[src/rtl/int_to_float_if.sv]
// Valid/ready bus carrying integer operands into the converter and fp32 results out of it.
interface int_to_float_if;
  logic        in_valid;
  logic        in_ready;
  logic [31:0] in_data;
  logic        out_valid;
  logic        out_ready;
  logic [31:0] out_data;
  logic [31:0] debug;

  modport master (
    output in_valid, in_data, out_ready,
    input  in_ready, out_valid, out_data, debug
  );

  modport slave (
    input  in_valid, in_data, out_ready,
    output in_ready, out_valid, out_data, debug
  );
endinterface

[src/rtl/int_to_float.sv]
// Iterative 32-bit integer to fp32 converter: one-bit-per-cycle normalisation, then
// round-to-nearest-even, with valid/ready handshakes on both sides.
module int_to_float #(
  parameter bit IN_SIGNED = 1'b1
) (
  input  logic          clk,
  input  logic          reset,
  int_to_float_if.slave bus
);

  typedef enum logic [1:0] {
    IDLE  = 2'd0,
    NORM  = 2'd1,
    ROUND = 2'd2,
    DONE  = 2'd3
  } state_t;

  state_t             state, state_nxt;
  logic               out_valid_r, out_valid_nxt;
  logic        [31:0] out_data_r;
  logic        [5:0]  shift_cnt;
  logic               sign;
  logic        [31:0] mag;
  logic        [7:0]  expo;
  logic signed [31:0] in_s;
  logic               in_neg;
  logic        [31:0] in_mag;
  logic               accept;
  logic               shifting;

  // Round mag[30:8] to nearest-even; a carry out of the mantissa bumps the exponent.
  function automatic logic [31:0] round_rne(input logic s, input logic [7:0] e,
                                            input logic [30:0] m);
    logic        inc;
    logic [23:0] mant;
    inc  = m[7] & ((|m[6:0]) | m[8]);
    mant = {1'b0, m[30:8]} + {23'd0, inc};
    return {s, e + {7'd0, mant[23]}, mant[22:0]};
  endfunction

  assign in_s     = bus.in_data;
  assign in_neg   = IN_SIGNED && in_s[31];
  assign in_mag   = in_neg ? $unsigned(-in_s) : bus.in_data;
  assign accept   = (state == IDLE) && bus.in_valid;
  assign shifting = (state == NORM) && !mag[31];

  // A zero result enters DONE with out_valid low; it rises one edge later, and the
  // handshake only completes once out_valid has been presented.
  always_comb begin
    state_nxt     = state;
    out_valid_nxt = out_valid_r;
    case (state)
      IDLE:  if (bus.in_valid) state_nxt = (in_mag == '0) ? DONE : NORM;
      NORM:  if (mag[31]) state_nxt = ROUND;
      ROUND: begin
        state_nxt     = DONE;
        out_valid_nxt = 1'b1;
      end
      DONE: begin
        if (out_valid_r && bus.out_ready) begin
          state_nxt     = IDLE;
          out_valid_nxt = 1'b0;
        end else begin
          out_valid_nxt = 1'b1;
        end
      end
      default: state_nxt = IDLE;
    endcase
  end

  always_ff @(posedge clk or negedge reset) begin
    if (!reset) begin
      state       <= IDLE;
      out_valid_r <= 1'b0;
      out_data_r  <= '0;
      shift_cnt   <= '0;
    end else begin
      state       <= state_nxt;
      out_valid_r <= out_valid_nxt;
      if (accept) begin
        shift_cnt <= '0;
        if (in_mag == '0) out_data_r <= '0;
      end else if (shifting) begin
        shift_cnt <= shift_cnt + 6'd1;
      end else if (state == ROUND) begin
        out_data_r <= round_rne(sign, expo, mag[30:0]);
      end
    end
  end

  always_ff @(posedge clk) begin
    if (accept) begin
      sign <= in_neg;
      mag  <= in_mag;
      expo <= 8'd158;
    end else if (shifting) begin
      mag  <= mag << 1;
      expo <= expo - 8'd1;
    end
  end

  assign bus.in_ready  = (state == IDLE) && reset;
  assign bus.out_valid = out_valid_r;
  assign bus.out_data  = out_data_r;
  assign bus.debug     = {24'd0, shift_cnt, state};

endmodule

[src/flat_wrapper.sv]
// flat-port wrapper written by rule: the top's interface ports become plain ports
module int_to_float_flat 
#(
  parameter bit IN_SIGNED = 1'b1
)
  (clk, reset, bus_in_valid, bus_in_data, bus_out_ready, bus_in_ready, bus_out_valid, bus_out_data, bus_debug);
  int_to_float_if bus_i ();
  input  logic clk;
  input  logic reset;
  input wire logic [$bits(bus_i.in_valid)-1:0] bus_in_valid;
  input wire logic [$bits(bus_i.in_data)-1:0] bus_in_data;
  input wire logic [$bits(bus_i.out_ready)-1:0] bus_out_ready;
  output wire logic [$bits(bus_i.in_ready)-1:0] bus_in_ready;
  output wire logic [$bits(bus_i.out_valid)-1:0] bus_out_valid;
  output wire logic [$bits(bus_i.out_data)-1:0] bus_out_data;
  output wire logic [$bits(bus_i.debug)-1:0] bus_debug;
  assign bus_i.in_valid = bus_in_valid;
  assign bus_i.in_data = bus_in_data;
  assign bus_i.out_ready = bus_out_ready;
  assign bus_in_ready = bus_i.in_ready;
  assign bus_out_valid = bus_i.out_valid;
  assign bus_out_data = bus_i.out_data;
  assign bus_debug = bus_i.debug;
  int_to_float #(.IN_SIGNED(IN_SIGNED)) u_core (.clk(clk), .reset(reset), .bus(bus_i));
endmodule
[config.mk]
export PLATFORM = sky130hd
export DESIGN_NAME = int_to_float_flat
export DESIGN_NICKNAME = d
export VERILOG_FILES = /design/src/rtl/int_to_float_if.sv /design/src/rtl/int_to_float.sv /design/src/flat_wrapper.sv
export SDC_FILE = /design/constraint.sdc
export NUM_CORES = 1
export LEC_CHECK = 0
export BUFFER_PORTS_ARGS = -buffer_cell sky130_fd_sc_hd__buf_2
export CORE_MARGIN = 8
export CORE_UTILIZATION = 50
export CTS_BUF_LIST = sky130_fd_sc_hd__clkbuf_8
export DETAILED_ROUTE_END_ITERATION = 8
export PLACE_DENSITY = 0.81
export SLEW_MARGIN = 15
export SYNTH_ARGS = -nofsm -noshare
export SYNTH_HDL_FRONTEND = slang
export SYNTH_SLANG_ARGS = --single-unit
[constraint.sdc]
create_clock -name clk -period 2.79 [get_ports clk]
set_input_delay 0.1395 -clock clk [delete_from_list [all_inputs] [get_ports clk]]
set_output_delay 0.1395 -clock clk [all_outputs]
set_load 0.02 [all_outputs]
==> results of run 1 <==
==> power groups by stage <==
stage                     clock network (W)  registers (W)  logic [W]
final                              0.000748        0.00238    0.00254
after floorplan                           0        0.00260    0.00137
after CTS                          0.000765        0.00236    0.00250
after global placement                    0        0.00234    0.00238
after global routing               0.000813        0.00243    0.00282
after detailed placement                  0        0.00238    0.00248
==> layer usage <==
| layer | share of wire | global-route usage |
|---|---|---|
| met5 | 0 | 0 |
| met4 | 0.028 | 0.0773 |
| met3 | 0.078 | 0.0446 |
| met2 | 0.48 | 0.319 |
| met1 | 0.42 | 0.244 |
==> cells by family (layout without fill, tap and decap cells) <==
group,count (synthesis),after routing,synth area share
compound gates,113,113,0.126
xor+xnor,66,66,0.107
fa+ha+maj,12,12,0.0277
buf+inv,79,181,0.0777
flops,82,82,0.402
mux,11,11,0.0210
other cells,1,24,0.000693
simple gates,270,271,0.237
==> Yosys cell counts, drive strengths merged, types with 6 or more instances <==
library cell / instances / area (um2)
a21oi: 31 / 155
a31oi: 6 / 37.5
and3: 6 / 37.5
buf: 33 / 248
clkbuf: 29 / 109
dfrtp: 41 / 1030
dfxtp: 8 / 160
edfxtp: 33 / 991
ha: 12 / 150
inv: 17 / 63.8
mux2i: 8 / 80.1
nand2: 79 / 297
nand3: 26 / 130
nand4: 8 / 50.1
nor2: 93 / 374
nor3: 12 / 60.1
nor4: 13 / 96.3
o21ai: 47 / 239
o31ai: 7 / 52.6
o41ai: 7 / 61.3
or3: 8 / 50.1
or4: 8 / 67.6
xnor2: 27 / 236
xor2: 39 / 342
==> final timing paths <==
| check | startpoint | to | slack, ns | cells past startpoint |
|---|---|---|---|---|
| max | bus_in_data[10] | u_core.bus.out_data[16] | -0.02 | 11 |
| min | bus_in_data[31] | u_core.sign | 0.17 | 1 |
| min reg2reg | u_core.sign | u_core.bus.out_data[31] | 0.50 | 2 |
| max reg2reg | u_core.mag[15] | u_core.bus.out_data[29] | 0.21 | 12 |
| max in group asynchronous | reset | u_core.bus.out_data[16] | 1.99 | 3 |
| min in group asynchronous | reset | u_core.bus.out_data[31] | 0.41 | 3 |
==> sequential cells by signal (all words and copies together), names as in the netlist <==
name,cells
u_core.mag,32
u_core.bus.out_valid,1
u_core.sign,1
u_core.expo,8
u_core.bus.out_data,32
u_core.shift_cnt,6
u_core.state,2
==> cell usage in the layout (no fill, tap or decap), drive strengths merged, types with 3 or more instances in the layout <==
| cell type | netlist | routed |
|---|---|---|
| nor2 | 93 | 93 |
| mux2i | 8 | 8 |
| xnor2 | 27 | 27 |
| o211ai | 3 | 3 |
| nor3 | 12 | 12 |
| or2 | 3 | 3 |
| and3 | 6 | 6 |
| dfxtp | 8 | 8 |
| clkbuf | 29 | 11 |
| a21oi | 31 | 31 |
| and2 | 3 | 3 |
| xor2 | 39 | 39 |
| mux2 | 3 | 3 |
| nand2b | 3 | 3 |
| clkinvlp | 0 | 4 |
| conb | 1 | 24 |
| dfrtp | 41 | 41 |
| buf | 33 | 144 |
| o21ai | 47 | 47 |
| nand2 | 79 | 79 |
| nor4 | 13 | 13 |
| nand4 | 8 | 8 |
| nor4b | 3 | 3 |
| inv | 17 | 18 |
| ha | 12 | 12 |
| a211oi | 3 | 3 |
| or3 | 8 | 9 |
| o41ai | 7 | 7 |
| or4 | 8 | 8 |
| nand3 | 26 | 26 |
| o31ai | 7 | 7 |
| edfxtp | 33 | 33 |
| a31oi | 6 | 6 |
==> per-stage QoR <==
step	TNS, ns	hold WS, ns	cells	total power (W)
after floorplan	-9.51	-0.156	657	0.00397
after global placement	-12.41	0.268	876	0.00472
after detailed placement	-15.69	0.274	876	0.00486
after CTS	0	0.148	894	0.00563
after global routing	-2.74	0.166	900	0.00607
final	-0.384	0.166	900	0.00567
==> worst max-delay path, delay by kind of cell <==
| kind | cells | cell delay, ns |
|---|---|---|
| AND/OR/NAND/NOR | 6 | 2.21 |
| buffers and inverters | 3 | 0.44 |
| AO/OA/AOI/OAI | 2 | 0.26 |
==> timing repair <==
| action | 4_1_cts | 5_1_grt |
|---|---|---|
| endpoints found under the setup margin | 32 | 33 |
| gates cloned | 0 | 4 |
| setup buffers | 0 | 2 |
| hold buffers | 2 | 0 |
| gates resized for setup | 3 | 21 |
| hold endpoints to repair | 42 | 0 |
| pin swaps | 0 | 5 |
==> area by class of cell <==
cell class / count / area [um2] / area share
clock buffers: 9 / 124 / 0.0187
clock inverters: 7 / 47.5 / 0.00718
repair buffers: 148 / 997 / 0.151
inverters: 17 / 63.8 / 0.00963
multi-input cells: 497 / 3040 / 0.459
well taps: 140 / 175 / 0.0264
flip-flops and latches: 82 / 2180 / 0.329
==> out/qor.txt, run 1 <==
Clk pwr share - 0.132
Slew @ Worst Pin - 0.634 ns
H-tree levels - 3
Syn Area/Cell - 8.54 um2
Clock tree from TritonCTS - built
Mapped cell area - 5410 um2
Vias in the first global route - 4793
Fillers - 913
Final hold viol count - 0
First-pass iteration count of the detailed router - 5
Initial antenna violation count - 0
Top Ports - 102
First-pass GRT wire length - 23000 um
Clock Sinks - 82
Crit-path cells - buf_6 -> or4_4 -> or3_4 -> or4_4 -> a211oi_2 -> a41oi_1 -> or3_4 -> nor4_4 -> buf_6 -> clkbuf_16 -> nor2_1
CTS Buf Count - 9
Worst hold path class - in2reg
Register area share after synthesis - 0.402
Worst setup margin - -0.0249 ns
Power density cells - 855 nW/um2
Area growth, synth to finish - 22.4%
DRT Wirelength - 14400 um
Type of the worst setup path - in2reg
Row cnt - 38
Yosys reg bits - 82
Crit. End Element - flop
Placed instance area - 6230 um2
DIE HEIGHT - 120 um
CP required - 3.04 ns
Synth Instances - 634
N_diodes - 0
FMAX - 355 MHz
Sequential share of power - 0.419
Count of cell types in the netlist - 55
Logic pwr share - 0.448
Failing checks - negative setup slack
Pint - 0.00323 W
Worst-skew pair later-pin latency - 0.37 ns
DR DRC count - 0
Starting DRT DRC Count - 398
Die width - 120 um
Gpl congestion - 0.906
Post-route core utilization - 0.619
Core area - 10700 um2
Slew HR - 0.574
Switch share - 0.429
Crit Path Max Fanout - 8
Via-to-Cell Ratio - 5.56
Root Driver - clkbuf_8
Period minus WS final - 2.81 ns
Maximum vdd drop - 0.463 mV
Grt ovf - 0
PortBufs - 77
Largest stage delay on the critical path - 0.54 ns
Max-Cap Viols - 0
Warnings, synthesis - 0
Final period utilization - 1.01
Post-synth top flop - dfrtp_1
Layout cells sized above 1 - 0.272
Max-slew violations - 0
Number of synthesized flops with an enable pin - 33
Leak Pwr - 2.88 nW
Worst-path clk slew - 0.09 ns
Placement Setup Slack - -0.497 ns
Starting Density - 0.506
Final nets - 803
Worst-case clock buffer depth - 2
RSZ-0062 raised after global routing - yes
Crit start category - input pin
# setup viols final - 29
Wire per inst - 16.0 um
Design Area, Final - 6620 um2
Async SR Flop Fraction - 0.500
Die Area - 14400 um2
Clk_skew - 0.0136 ns
Via count - 5004
Outcome - finished with violations
GRT Util Overall - 0.195
Post-detail-place hpwl - 10800 um
Number of antenna-violating nets in the routed design - 0
Switching Power - 0.00243 W
Largest net degree at the start of global routing - 61
Worst Path Arrival - 3.07 ns
Slowest cell on the critical path - or4_4
No activity file was read; power rests on OpenSTA's default activity.
==> run 2: changes to the inputs <==
--- a/config.mk
+++ b/config.mk
@@ -7,10 +7,10 @@
 export LEC_CHECK = 0
 export BUFFER_PORTS_ARGS = -buffer_cell sky130_fd_sc_hd__buf_2
 export CORE_MARGIN = 8
-export CORE_UTILIZATION = 50
+export CORE_UTILIZATION = 40
 export CTS_BUF_LIST = sky130_fd_sc_hd__clkbuf_8
 export DETAILED_ROUTE_END_ITERATION = 8
-export PLACE_DENSITY = 0.81
+export PLACE_DENSITY = 0.69
 export SLEW_MARGIN = 15
 export SYNTH_ARGS = -nofsm -noshare
 export SYNTH_HDL_FRONTEND = slang
==> run 2 against run 1 <==
The run still ends with negative setup slack left; utilization down 11 points; total power increased by 2.5%; clock power rose by 12%; worst setup slack worse by 0.018 ns; non-clock buffer count increased by 2; critical path depth did not move.
==> out/qor.txt, run 2 (synthesis results as in run 1) <==
Commonest cells after routing, fill and taps aside - nand2_1, buf_2, nor2_1
Slew HR - 0.537
Worst-skew pair later-pin latency - 0.36 ns
RSZ-0062 raised after global routing - yes
Root Driver - clkbuf_8
Clock Sinks - 82
Largest stage delay on the critical path - 0.53 ns
DIE HEIGHT - 132 um
Failing checks - negative setup slack
First-pass iteration count of the detailed router - 4
Largest net degree at the start of global routing - 61
Starting Density - 0.409
Max-Cap Viols - 0
Die width - 132 um
# setup viols final - 32
Fillers - 1278
Final hold viol count - 0
DR DRC count - 0
Area growth, synth to finish - 25.3%
Placement Setup Slack - -0.495 ns
Core area - 13200 um2
Power density cells - 857 nW/um2
Max-slew violations - 0
Maximum vdd drop - 0.335 mV
CTS Buf Count - 9
Initial antenna violation count - 0
Type of the worst setup path - in2reg
Placed instance area - 6280 um2
Worst-case clock buffer depth - 2
Clk_skew - 0.0115 ns
Delay-heaviest family, CP - simple AND/OR/NAND/NOR gates
N_diodes - 0
Row cnt - 42
DRT Wirelength - 14300 um
Sum of negative setup slack - -1.02 ns
Worst hold path class - in2reg
Crit. End Element - flop
Crit Path Max Fanout - 8
Crit start category - input pin
Final hold slack - 0.180 ns
Outcome - finished with violations
Commonest non-fill, non-tap cell in the layout - nand2_1
Gpl congestion - 0.875
R2r endpoint - u_core.bus.out_data[29]
Crit-path cells - buf_6 -> or4_4 -> or3_4 -> or4_4 -> a211oi_2 -> a41oi_2 -> or3_4 -> nor4_4 -> buf_6 -> buf_12 -> nor2_1
Non-Filler Instances - 937
CP required - 3.04 ns
Placed insts - 911
WP buf/inv - 3
Worst Path Arrival - 3.08 ns
Slowest cell on the critical path - or4_4
Clock tree from TritonCTS - built
Reg2reg start - u_core.mag[7]
Number of antenna-violating nets in the routed design - 0
Starting DRT DRC Count - 328
Hold endpoint - u_core.sign
Critical path startpoint - bus_in_data[10]
Die Area - 17500 um2
Cells on worst reg2reg path - 13
Vias in the first global route - 4850
Grt ovf - 0
Worst-path clk slew - 0.08 ns
Hold Crit Start - bus_in_data[31]
H-tree levels - 3
Top Ports - 102
Post-detail-place hpwl - 11000 um
R2R Setup Slk - 0.09 ns
FMAX - 353 MHz
Layout cells sized above 1 - 0.290
Period minus WS final - 2.83 ns
Final nets - 804
GRT Util Overall - 0.159
Hold path depth - 1
PortBufs - 77
Via-to-Cell Ratio - 5.14
Final period utilization - 1.02
Leak Pwr - 2.94 nW
Design Area, Final - 6780 um2
Worst setup margin - -0.0432 ns
Wire per inst - 15.2 um
First-pass GRT wire length - 23300 um
Via count - 4819
Slew @ Worst Pin - 0.689 ns
-- run 2: changes by cell type in the layout (fill, tap and decap cells not counted), moves of 2 or more --
cell        before  now
clkinvlp_4       4    0
a21oi_2          0    2
nor2_4           2    5
inv_1           18   20
nor2_1          75   66
nor2_2          16   22
a21oi_1         31   29
-- run 2: worst max path at each step --
stage | to | cells after the start | slack [ns]
floorplan | u_core.bus.out_data[1] | 12 | -0.32
global placement | u_core.state[1] | 9 | -0.53
detailed placement | u_core.bus.out_data[14] | 10 | -0.50
CTS | u_core.bus.out_data[24] | 10 | 0.008
global route | u_core.bus.out_data[16] | 11 | -0.09
finish | u_core.bus.out_data[16] | 11 | -0.04
-- run 2: metrics by stage --
stage,util,total power (W)
floorplan,-,0.00397
global placement,0.474,0.00476
detailed placement,0.474,0.00486
CTS,0.492,0.00571
global route,0.512,0.00627
finish,0.512,0.00581
-- run 2: area by class of cell --
type	count	area, um2	share of cell area
Tap cell	176	220	0.0325
Timing Repair Buffer	150	1030	0.152
Sequential cell	82	2180	0.321
Multi-Input combinational cell	496	3100	0.457
Clock buffer	10	138	0.0203
Inverter	17	63.8	0.00941
Clock inverter	6	51.3	0.00757
-- run 2: repair_timing --
action	in CTS	in global routing
hold buffers	2	0
gates resized for setup	4	40
setup endpoints to repair	33	33
pin swaps	0	9
gates cloned	0	3
buffers inserted	0	5
endpoints found under the hold margin	42	0
-- run 2: worst reg2reg max path, stage by stage, from the launching register on --
cell      delay [ns]
edfxtp_1        0.35
and4_2          0.28
nand3_1         0.13
or2_2           0.34
nor4_2          0.27
buf_4           0.15
ha_1            0.19
ha_2            0.22
nand3_1         0.13
nor2_2          0.15
xnor2_1         0.12
nor2_1          0.07
a21oi_2         0.16
nor2_4          0.05
-- run 2: report_power, final --
part | internal [W] | switching [W]
Clock | 0.000426 | 0.000413
Sequential | 0.00194 | 0.000418
Combinational | 0.00103 | 0.00158
-- run 2: per-layer routing --
metal  global-route usage  vias up  wire (um)
met1                0.206     2254       6540
met3               0.0332       21        845
met4               0.0599        0        262
met2                0.254      150       6610
li1                     -     2394          -
met5                    0        -          0
